<file path="src/rtl/seq_det_pkg.sv">
// Shared types and default sizing for the serial sequence detector.
package seq_det_pkg;

    typedef enum logic [1:0] {
        IDLE = 2'd0,
        RUN  = 2'd1,
        DONE = 2'd2
    } state_e;

    localparam int unsigned DEF_MAX_LEN     = 8;
    localparam int unsigned DEF_LEN_W       = 4;
    localparam int unsigned DEF_CNT_W       = 8;
    localparam int unsigned DEF_TIMEOUT_CYC = 256;

endpackage

</file>
<file path="src/rtl/seq_match_core.sv">
// Serial history shift register, fill count and length-masked pattern compare.
// hit is combinational and refers to the bit being shifted in on this edge.
module seq_match_core
    import seq_det_pkg::*;
#(
    parameter int unsigned MAX_LEN = DEF_MAX_LEN,
    parameter int unsigned LEN_W   = DEF_LEN_W
) (
    input  logic               clk,
    input  logic               rst_n,
    input  logic               en,
    input  logic               clr,
    input  logic               x,
    input  logic [MAX_LEN-1:0] pattern,
    input  logic [LEN_W-1:0]   len,
    input  logic               overlap,
    output logic               hit
);

    // The oldest history bit is never compared again once shifted, so only
    // MAX_LEN-1 bits are kept; the compare uses the freshly shifted word.
    logic [MAX_LEN-2:0] hist_q, hist_d;
    logic [MAX_LEN-1:0] hist_shift;
    logic [MAX_LEN-1:0] mask;
    logic [LEN_W-1:0]   fill_q, fill_d, fill_inc;

    always_comb begin
        hist_shift = {hist_q, x};
        fill_inc   = (fill_q >= LEN_W'(MAX_LEN)) ? LEN_W'(MAX_LEN) : fill_q + 1'b1;
        mask       = '0;
        for (int unsigned i = 0; i < MAX_LEN; i++) begin
            mask[i] = (i < 32'(len));
        end
        hit = en && (fill_inc >= len) && ((hist_shift & mask) == (pattern & mask));

        hist_d = hist_q;
        fill_d = fill_q;
        if (clr) begin
            hist_d = '0;
            fill_d = '0;
        end else if (en) begin
            if (hit && !overlap) begin
                hist_d = '0;
                fill_d = '0;
            end else begin
                hist_d = hist_shift[MAX_LEN-2:0];
                fill_d = fill_inc;
            end
        end
    end

    always_ff @(posedge clk or negedge rst_n) begin
        if (!rst_n) begin
            hist_q <= '0;
            fill_q <= '0;
        end else begin
            hist_q <= hist_d;
            fill_q <= fill_d;
        end
    end

endmodule

</file>
<file path="src/rtl/seq_detector_ctrl.sv">
// Configurable serial sequence detector: config registers, IDLE/RUN/DONE FSM,
// match counter. Optional RUN inactivity timeout under SEQ_DET_TIMEOUT_EN.
module seq_detector_ctrl
    import seq_det_pkg::*;
#(
    parameter int unsigned MAX_LEN     = DEF_MAX_LEN,
    parameter int unsigned LEN_W       = DEF_LEN_W,
    parameter int unsigned CNT_W       = DEF_CNT_W,
    parameter int unsigned TIMEOUT_CYC = DEF_TIMEOUT_CYC
) (
    input  logic               clk,
    input  logic               rst_n,
    input  logic               cfg_valid,
    output logic               cfg_ready,
    input  logic [MAX_LEN-1:0] cfg_pattern,
    input  logic [LEN_W-1:0]   cfg_len,
    input  logic               cfg_overlap,
    input  logic [CNT_W-1:0]   cfg_target,
    input  logic               start,
    input  logic               abort,
    input  logic               x,
    output logic               y,
    output logic [CNT_W-1:0]   match_cnt,
    output logic               busy,
    output logic               done,
    output logic               timeout
);

    if ((2**LEN_W) <= MAX_LEN || MAX_LEN < 2 || TIMEOUT_CYC == 0) begin : g_bad_params
        $error("seq_detector_ctrl: inconsistent MAX_LEN/LEN_W/TIMEOUT_CYC");
    end

    state_e             state_q, state_d;
    logic [MAX_LEN-1:0] pattern_q, pattern_d;
    logic [LEN_W-1:0]   len_q, len_d, len_clamped;
    logic               overlap_q, overlap_d;
    logic [CNT_W-1:0]   target_q, target_d;
    logic               cfg_loaded_q, cfg_loaded_d;
    logic [CNT_W-1:0]   match_cnt_q, match_cnt_d, cnt_inc;
    logic               y_q, y_d;
    logic               timeout_q, timeout_d;
    logic               cfg_acc, start_acc, run_en, hit, reach_target, tmo_fire;

    // abort outranks every other request on the same edge
    always_comb begin
        cfg_acc      = cfg_valid && cfg_ready && !abort;
        start_acc    = start && !abort &&
                       (((state_q == IDLE) && (cfg_loaded_q || cfg_acc)) || (state_q == DONE));
        run_en       = (state_q == RUN) && !abort;
        cnt_inc      = (match_cnt_q == '1) ? match_cnt_q : match_cnt_q + 1'b1;
        reach_target = hit && (target_q != '0) && (cnt_inc == target_q);
        if (cfg_len == '0)
            len_clamped = LEN_W'(1);
        else if (cfg_len > LEN_W'(MAX_LEN))
            len_clamped = LEN_W'(MAX_LEN);
        else
            len_clamped = cfg_len;
    end

    seq_match_core #(
        .MAX_LEN (MAX_LEN),
        .LEN_W   (LEN_W)
    ) u_core (
        .clk     (clk),
        .rst_n   (rst_n),
        .en      (run_en),
        .clr     (start_acc),
        .x       (x),
        .pattern (pattern_q),
        .len     (len_q),
        .overlap (overlap_q),
        .hit     (hit)
    );

`ifdef SEQ_DET_TIMEOUT_EN
    localparam int unsigned TMO_W = $clog2(TIMEOUT_CYC + 1);
    logic [TMO_W-1:0] tmo_cnt_q, tmo_cnt_d;

    // a match on the expiry edge wins and restarts the count
    always_comb begin
        tmo_cnt_d = tmo_cnt_q;
        tmo_fire  = 1'b0;
        if (start_acc) begin
            tmo_cnt_d = '0;
        end else if (run_en) begin
            if (hit) begin
                tmo_cnt_d = '0;
            end else if (tmo_cnt_q == TMO_W'(TIMEOUT_CYC - 1)) begin
                tmo_fire  = 1'b1;
                tmo_cnt_d = '0;
            end else begin
                tmo_cnt_d = tmo_cnt_q + 1'b1;
            end
        end
    end

    always_ff @(posedge clk or negedge rst_n) begin
        if (!rst_n) tmo_cnt_q <= '0;
        else        tmo_cnt_q <= tmo_cnt_d;
    end
`else
    assign tmo_fire = 1'b0;
`endif

    always_ff @(posedge clk or negedge rst_n) begin
        if (!rst_n) state_q <= IDLE;
        else        state_q <= state_d;
    end

    always_comb begin
        state_d = state_q;
        unique case (state_q)
            IDLE:    if (start_acc) state_d = RUN;
            RUN:     if (abort) state_d = IDLE;
                     else if (reach_target || tmo_fire) state_d = DONE;
            DONE:    if (abort) state_d = IDLE;
                     else if (start_acc) state_d = RUN;
            default: state_d = IDLE;
        endcase
    end

    always_comb begin
        cfg_ready = (state_q == IDLE) || (state_q == DONE);
        busy      = (state_q == RUN);
        done      = (state_q == DONE);
        y         = y_q;
        match_cnt = match_cnt_q;
        timeout   = timeout_q;
    end

    always_comb begin
        pattern_d    = cfg_acc ? cfg_pattern : pattern_q;
        len_d        = cfg_acc ? len_clamped : len_q;
        overlap_d    = cfg_acc ? cfg_overlap : overlap_q;
        target_d     = cfg_acc ? cfg_target  : target_q;
        cfg_loaded_d = cfg_loaded_q || cfg_acc;
        y_d          = run_en && hit;
        match_cnt_d  = match_cnt_q;
        timeout_d    = timeout_q;
        if (cfg_acc || start_acc) begin
            match_cnt_d = '0;
            timeout_d   = 1'b0;
        end else begin
            if (run_en && hit) match_cnt_d = cnt_inc;
            if (tmo_fire)      timeout_d   = 1'b1;
        end
    end

    always_ff @(posedge clk or negedge rst_n) begin
        if (!rst_n) begin
            pattern_q    <= '0;
            len_q        <= LEN_W'(1);
            overlap_q    <= 1'b0;
            target_q     <= '0;
            cfg_loaded_q <= 1'b0;
            match_cnt_q  <= '0;
            y_q          <= 1'b0;
            timeout_q    <= 1'b0;
        end else begin
            pattern_q    <= pattern_d;
            len_q        <= len_d;
            overlap_q    <= overlap_d;
            target_q     <= target_d;
            cfg_loaded_q <= cfg_loaded_d;
            match_cnt_q  <= match_cnt_d;
            y_q          <= y_d;
            timeout_q    <= timeout_d;
        end
    end

endmodule

</file>
<file path="config.mk">
export PLATFORM = sky130hd
export DESIGN_NAME = seq_detector_ctrl
export DESIGN_NICKNAME = d
export VERILOG_FILES = /design/src/rtl/seq_det_pkg.sv /design/src/rtl/seq_match_core.sv /design/src/rtl/seq_detector_ctrl.sv
export SDC_FILE = /design/constraint.sdc
export NUM_CORES = 1
export LEC_CHECK = 0
export CAP_MARGIN = 30
export CORE_MARGIN = 8
export CORE_UTILIZATION = 56
export CTS_BUF_LIST = sky130_fd_sc_hd__clkbuf_8
export DETAILED_ROUTE_END_ITERATION = 10
export PLACE_DENSITY = 0.82
export SYNTH_ARGS = -nofsm -noshare
export SYNTH_HDL_FRONTEND = slang
export SYNTH_SLANG_ARGS = --single-unit
</file>
<file path="constraint.sdc">
create_clock -name clk -period 2.7 [get_ports clk]
set_input_delay 0.54 -clock clk [delete_from_list [all_inputs] [get_ports clk]]
set_output_delay 0.54 -clock clk [all_outputs]
set_load 0.02 [all_outputs]
</file>
# Word-level counts from Yosys, hierarchy flattened
# Index checks and enable logic that the tools add are counted.
# op_classes
n_reduce_logical	23
n_lt_le_gt_ge	11
eq_ne	6
bitwise	2
n_mux	17
n_addsub	2
# op_table
cell	count
4-bit 2-to-1 mux	6
8-bit 2-to-1 mux	3
7-bit 2-to-1 mux	3
8-bit bitwise AND	2
8-bit == test	2
3-bit by 4-bit < comparator with 1-bit output, first input constant	4
1-bit logical AND	12
8-bit by 1-bit adder with 8-bit output, second input constant	1
8-bit == test, second input constant	1
1-bit by 4-bit < comparator with 1-bit output, first input constant	2
2-bit by 4-bit < comparator with 1-bit output, first input constant	2
2-bit 2-to-1 mux	4
8-bit nonzero test	1
2-bit case mux with 3 select lines	1
4-bit by 1-bit adder with 4-bit output, second input constant	1
4-bit >= comparator	1
4-bit >= comparator, second input constant	1
4-bit > comparator, second input constant	1
4-bit logical NOT	1
1-bit logical OR	4
2-bit nonzero test	2
3-bit by 2-bit inequality test with 1-bit output, second input constant	1
2-bit by 1-bit == test with 1-bit output, second input constant	1
2-bit == test, second input constant	1
2 further kinds	3
# word_totals
reg_bits	44
input_bits	27
elab_cells	71
out_inout_bits	13

# Logic depth before layout (Yosys ltp)
# logic_depth
depth_word	11
mapped_depth	10
depth_no_buf	9

# Cells and area by module
# From an unflattened synthesis, not the netlist that was laid out.
# unflattened
hier_cells	262
area_unflattened_um2	2578.7
# by_module_without_submodules
mod	area_each_um2	cells_per_inst	instances	seq_area_each_um2
seq_detector_ctrl	1710.4	166	1	827.0
seq_match_core	868.3	96	1	275.3

# Least setup slack after synthesis
# Ideal clock, no wire load.
# synth_path
path_type	register to register
startpoint	register match_cnt_q[0], in the netlist match_cnt[0]
endpoint	register state_q[0]
n_path_buf	1
path_slack_ns	0.362
period_less_slack_ns	2.338
t_arrival_ns	2.202
stages_incl_launch_ff	9
setup_time_ns	0.137
required_time_ns	2.563
path_cell_list	dfrtp_1 -> ha_1 -> clkbuf_8 -> nand2_1 -> o311ai_2 -> a32oi_1 -> or4_4 -> nor4_4 -> a21oi_1
# synth_between
elab_chain_len	5
word_cells_on_any_way	6
cone_classes	add/sub: 1; eq/ne: 3; mux: 1; reduce/logical: 1
# synth_lines
item	line	text
from (decl)	seq_detector_ctrl.sv:39	logic [CNT_W-1:0] match_cnt_q, match_cnt_d, cnt_inc;
from (signal assigned)	seq_detector_ctrl.sv:165	match_cnt_q <= match_cnt_d;
8-bit by 1-bit adder with 8-bit output / 8-bit == test (equally long branches)	seq_detector_ctrl.sv:50	cnt_inc = (match_cnt_q == '1) ? match_cnt_q : match_cnt_q + 1'b1;
8-bit 2-to-1 mux *	seq_detector_ctrl.sv:50	
8-bit == test *	seq_detector_ctrl.sv:51	reach_target = hit && (target_q != '0) && (cnt_inc == target_q);
1-bit logical AND *	seq_detector_ctrl.sv:51	
3-bit by 2-bit inequality test with 1-bit output (no line) *	--	
to (signal assigned)	seq_detector_ctrl.sv:107	else state_q <= state_d;
to (decl)	seq_detector_ctrl.sv:33	state_e state_q, state_d;
# Mark *: on every way between the ends. The rest lies on a longest branch, timed or not.
# A chain may end at the register's enable or synchronous reset.

# Final worst setup path
# layout_path
startpoint	register u_core.fill_q[0]
endpoint	register match_cnt_q[0], in the netlist match_cnt[0]
# layout_between
elab_chain_len	7
word_cells_on_any_way	8
cone_classes	add/sub: 1; order compare: 2; mux: 1; reduce/logical: 4
# layout_lines
item	line	text
from (decl)	seq_match_core.sv:25	logic [LEN_W-1:0] fill_q, fill_d, fill_inc;
from (signal assigned)	seq_match_core.sv:58	fill_q <= fill_d;
4-bit by 1-bit adder with 4-bit output / 4-bit >= comparator (equally long branches)	seq_match_core.sv:29	fill_inc = (fill_q >= LEN_W'(MAX_LEN)) ? LEN_W'(MAX_LEN) : fill_q + 1'b1;
4-bit 2-to-1 mux *	seq_match_core.sv:29	
4-bit >= comparator *	seq_match_core.sv:34	hit = en && (fill_inc >= len) && ((hist_shift & mask) == (pattern & mask));
1-bit logical AND * (2 in a row)	seq_match_core.sv:34	
1-bit logical AND *	seq_detector_ctrl.sv:144	if (run_en && hit) match_cnt_d = cnt_inc;
2-bit nonzero test (no line) *	--	
# Marked as above.

==> impl_metrics.ini <==
[pwr]
vdd_drop_max_uv = 471.6
switching_power_mw = 0.5748
power_frac_seq_pct = 48.3
p_clk_share_pct = 24.2
intPower_mw = 1.222
p_sw_share_pct = 31.99
comb_power_share_pct = 27.5
p_per_area_nw_per_um2 = 566.7
p_leak_nw = 1.328

[timing]
min_period_ns = 2.491
finalSetupTns_ns = 0
hold_violations = 0
clock_skew_ns = 0.006138
setup_violations = 0
fmax_mhz = 401.5
slew_violations = 0
min_period_over_period_pct = 92.24
setup_slack_ns = 0.2094
rsz0062_at_grt = no

[worst_setup_path]
arrival_ns = 2.65
end_kind = flip-flop
r2r_cells = 9
r2r-start = u_core.fill_q[0]$_DFFE_PN0P_
worstReg2RegEnd = match_cnt[0]$_DFFE_PN0P_
worst_setup_path_start_kind = flip-flop
crit_type = flip-flop to flip-flop
worst-path-max-fanout = 6
required_ns = 2.86
reg2reg_slack_ns = 0.21

[min_path]
hp-class = input pin to async pin

[run_status]
status = finished clean

[clocking]
numCtsBuffers = 5
cts_num_sinks = 44
cts_buffer_depth = 2
cts_hold_buf = 0
clk_latency_ns = 0.29
postCtsSetupRepairBufs = 0
cts_tree = done
path_clk_slew_ns = 0.09
cts-root-buf = clkbuf_8
htreeDepth = 2
ctsResizeCount = 0

[floorplanning]
die_y_um = 84.35
num_rows = 25
dieArea_um2 = 7115
start_util_pct = 56.90
core_area_um2 = 4598
ios = 40
die_x_um = 84.35

[routing]
postRouteAntennaNets = 0
vias = 2192
drt_iter0_drc = 175
first_pass_iters = 5
vias_per_cell = 6.263
drc = 0
route.detailed.wl_per_inst_um = 17.89
drt-total-wl_mm = 6.263

[layout]
area.growth.synth_to_final_pct = 21.19
final_nets = 329
insertedDiodeCount = 0
fillers = 364
layout-drive-gt1-share_pct = 19.26

[place]
io_buffer_count = 38
hpwlAfterDp_mm = 4.547
pre_cts_ws_ns = 0.1800
gp_congestion = 0.9111

[grt]
antenna_found_initial = 0
grt_pass1_wl_mm = 10.63
grt_max_degree = 45
grt_usage_pct = 17.84
grt-ovfl-total = 0
grt_pass1_vias = 2234

[yosys]
synth_edf_count = 0
synthFlopType = dfrtp_1
syn-num-nets = 282
ys_seq_area_share_pct = 42.13
yosysMostFrequentCell = dfrtp_1
synth_async_sr_flop_share_pct = 100.0
netlist_area_um2 = 2616
synth_area_leaders = dfrtp_1 (41%), mux2_2 (7.7%), a32o_1 (4.2%)
synth-seq-cells = 44
synth_warnings = 0
synth_cell_types = 60
synthCells = 248
yosysTopAreaCell = dfrtp_1
yosys.area.top_type_share_pct = 41.13
synth.avg_cell_area_um2 = 10.55
synthTopCellsByCount = dfrtp_1 (43), nor2_1 (20), mux2_2 (18)

[job]
cap_violations = 0
## per-stage QoR
stage	instances	util (%)	hold WS [ns]	area [um2]	total power, mW
2_1_floorplan	248	-	0.2444	2616	1.191
3_3_place_gp	341	66.48	0.4554	3057	1.347
3_5_place_dp	341	66.48	0.4647	3057	1.368
4_1_cts	349	68.52	0.4395	3151	1.797
5_1_grt	350	68.95	0.04144	3171	1.901
6_report	350	68.95	0.04273	3171	1.797
## per-layer routing
layer	track usage (%)	up-vias	wire, um
met4	7.870	0	99
met5	0	-	0
met3	3.485	9	367
met1	22.16	1079	2595
li1	-	1022	-
met2	29.25	82	3201
## power by group through the flow
stage | logic (mW) | clock network [mW] | registers (mW)
6_report | 0.495 | 0.435 | 0.868
5_1_grt | 0.558 | 0.462 | 0.881
4_1_cts | 0.495 | 0.437 | 0.865
3_3_place_gp | 0.475 | 0 | 0.872
2_1_floorplan | 0.342 | 0 | 0.849
3_5_place_dp | 0.489 | 0 | 0.879
## how the worst max path moves through the flow
stage / start / to / slack [ns] / depth (start not counted)
after global routing: u_core.fill_q[0]$_DFFE_PN0P_ / match_cnt[0]$_DFFE_PN0P_ / 0.02 / 9
final: u_core.fill_q[0]$_DFFE_PN0P_ / match_cnt[0]$_DFFE_PN0P_ / 0.21 / 9
after floorplan: match_cnt[0]$_DFFE_PN0P_ / state_q[0]$_DFFE_PN0P_ / 0.36 / 8
after global placement: abort / match_cnt[3]$_DFFE_PN0P_ / 0.25 / 8
after detailed placement: abort / match_cnt[3]$_DFFE_PN0P_ / 0.18 / 8
after CTS: u_core.fill_q[0]$_DFFE_PN0P_ / match_cnt[0]$_DFFE_PN0P_ / 0.18 / 9
## cell type report
class,instances,area (um2),area share (%)
flip-flops and latches,44,1102,34.77
clock inverters,2,11.26,0.3552
repair buffers,55,515.5,16.26
clock buffers,6,82.58,2.605
inverters,14,52.55,1.657
well taps,54,67.56,2.131
multi-input cells,175,1339,42.23
## placed cells by master (no fill, tap or decap), types with 2 or more instances in the layout
| master | netlist | final |
|---|---|---|
| a211oi_1 | 3 | 3 |
| a21o_1 | 3 | 3 |
| a21oi_1 | 6 | 6 |
| a311oi_1 | 5 | 5 |
| a31oi_1 | 6 | 6 |
| a32o_1 | 11 | 11 |
| and2_1 | 2 | 2 |
| and3_2 | 2 | 2 |
| and4_1 | 2 | 2 |
| buf_4 | 2 | 16 |
| clkbuf_8 | 5 | 6 |
| clkdlybuf4s50_1 | 0 | 37 |
| dfrtp_1 | 43 | 43 |
| ha_1 | 7 | 7 |
| inv_1 | 14 | 15 |
| mux2_2 | 18 | 18 |
| nand2_1 | 11 | 11 |
| nand2b_1 | 4 | 4 |
| nand3_1 | 4 | 4 |
| nand4_1 | 3 | 3 |
| nor2_1 | 20 | 20 |
| nor2b_1 | 2 | 2 |
| nor3_1 | 6 | 6 |
| o2111ai_1 | 2 | 2 |
| o21ai_0 | 9 | 9 |
| o311a_1 | 2 | 2 |
| o311ai_0 | 2 | 2 |
| o31ai_1 | 2 | 2 |
| or4_1 | 3 | 3 |
| xnor2_1 | 7 | 7 |
| xor2_1 | 7 | 7 |
## critical path, cell delays in order (launching register included)
cell and delay (ns):
dfrtp_1 0.43, inv_1 0.06, ha_1 0.28, nor2b_1 0.14, ha_1 0.27, a21o_1 0.15
a211oi_1 0.27, nor4_2 0.10, and2_1 0.24, o311ai_0 0.41
## cells by family after synthesis
family	Yosys count	share of synthesized area (%)
mux	19	8.130
xor+xnor	14	4.687
simple gates	73	16.83
flops	44	42.13
other cells	1	0.1433
buf+inv	29	6.695
compound gates	61	18.03
fa+ha+maj	7	3.348
## state kept, by name, summed over array words and instances (netlist names)
signal and flops:
target_q 8, u_core.hist_q 7, y 1, state_q 2
cfg_loaded_q 1, u_core.fill_q 4, len_q 4, pattern_q 8
match_cnt 8, overlap_q 1
(Power assumes the default switching activity.)
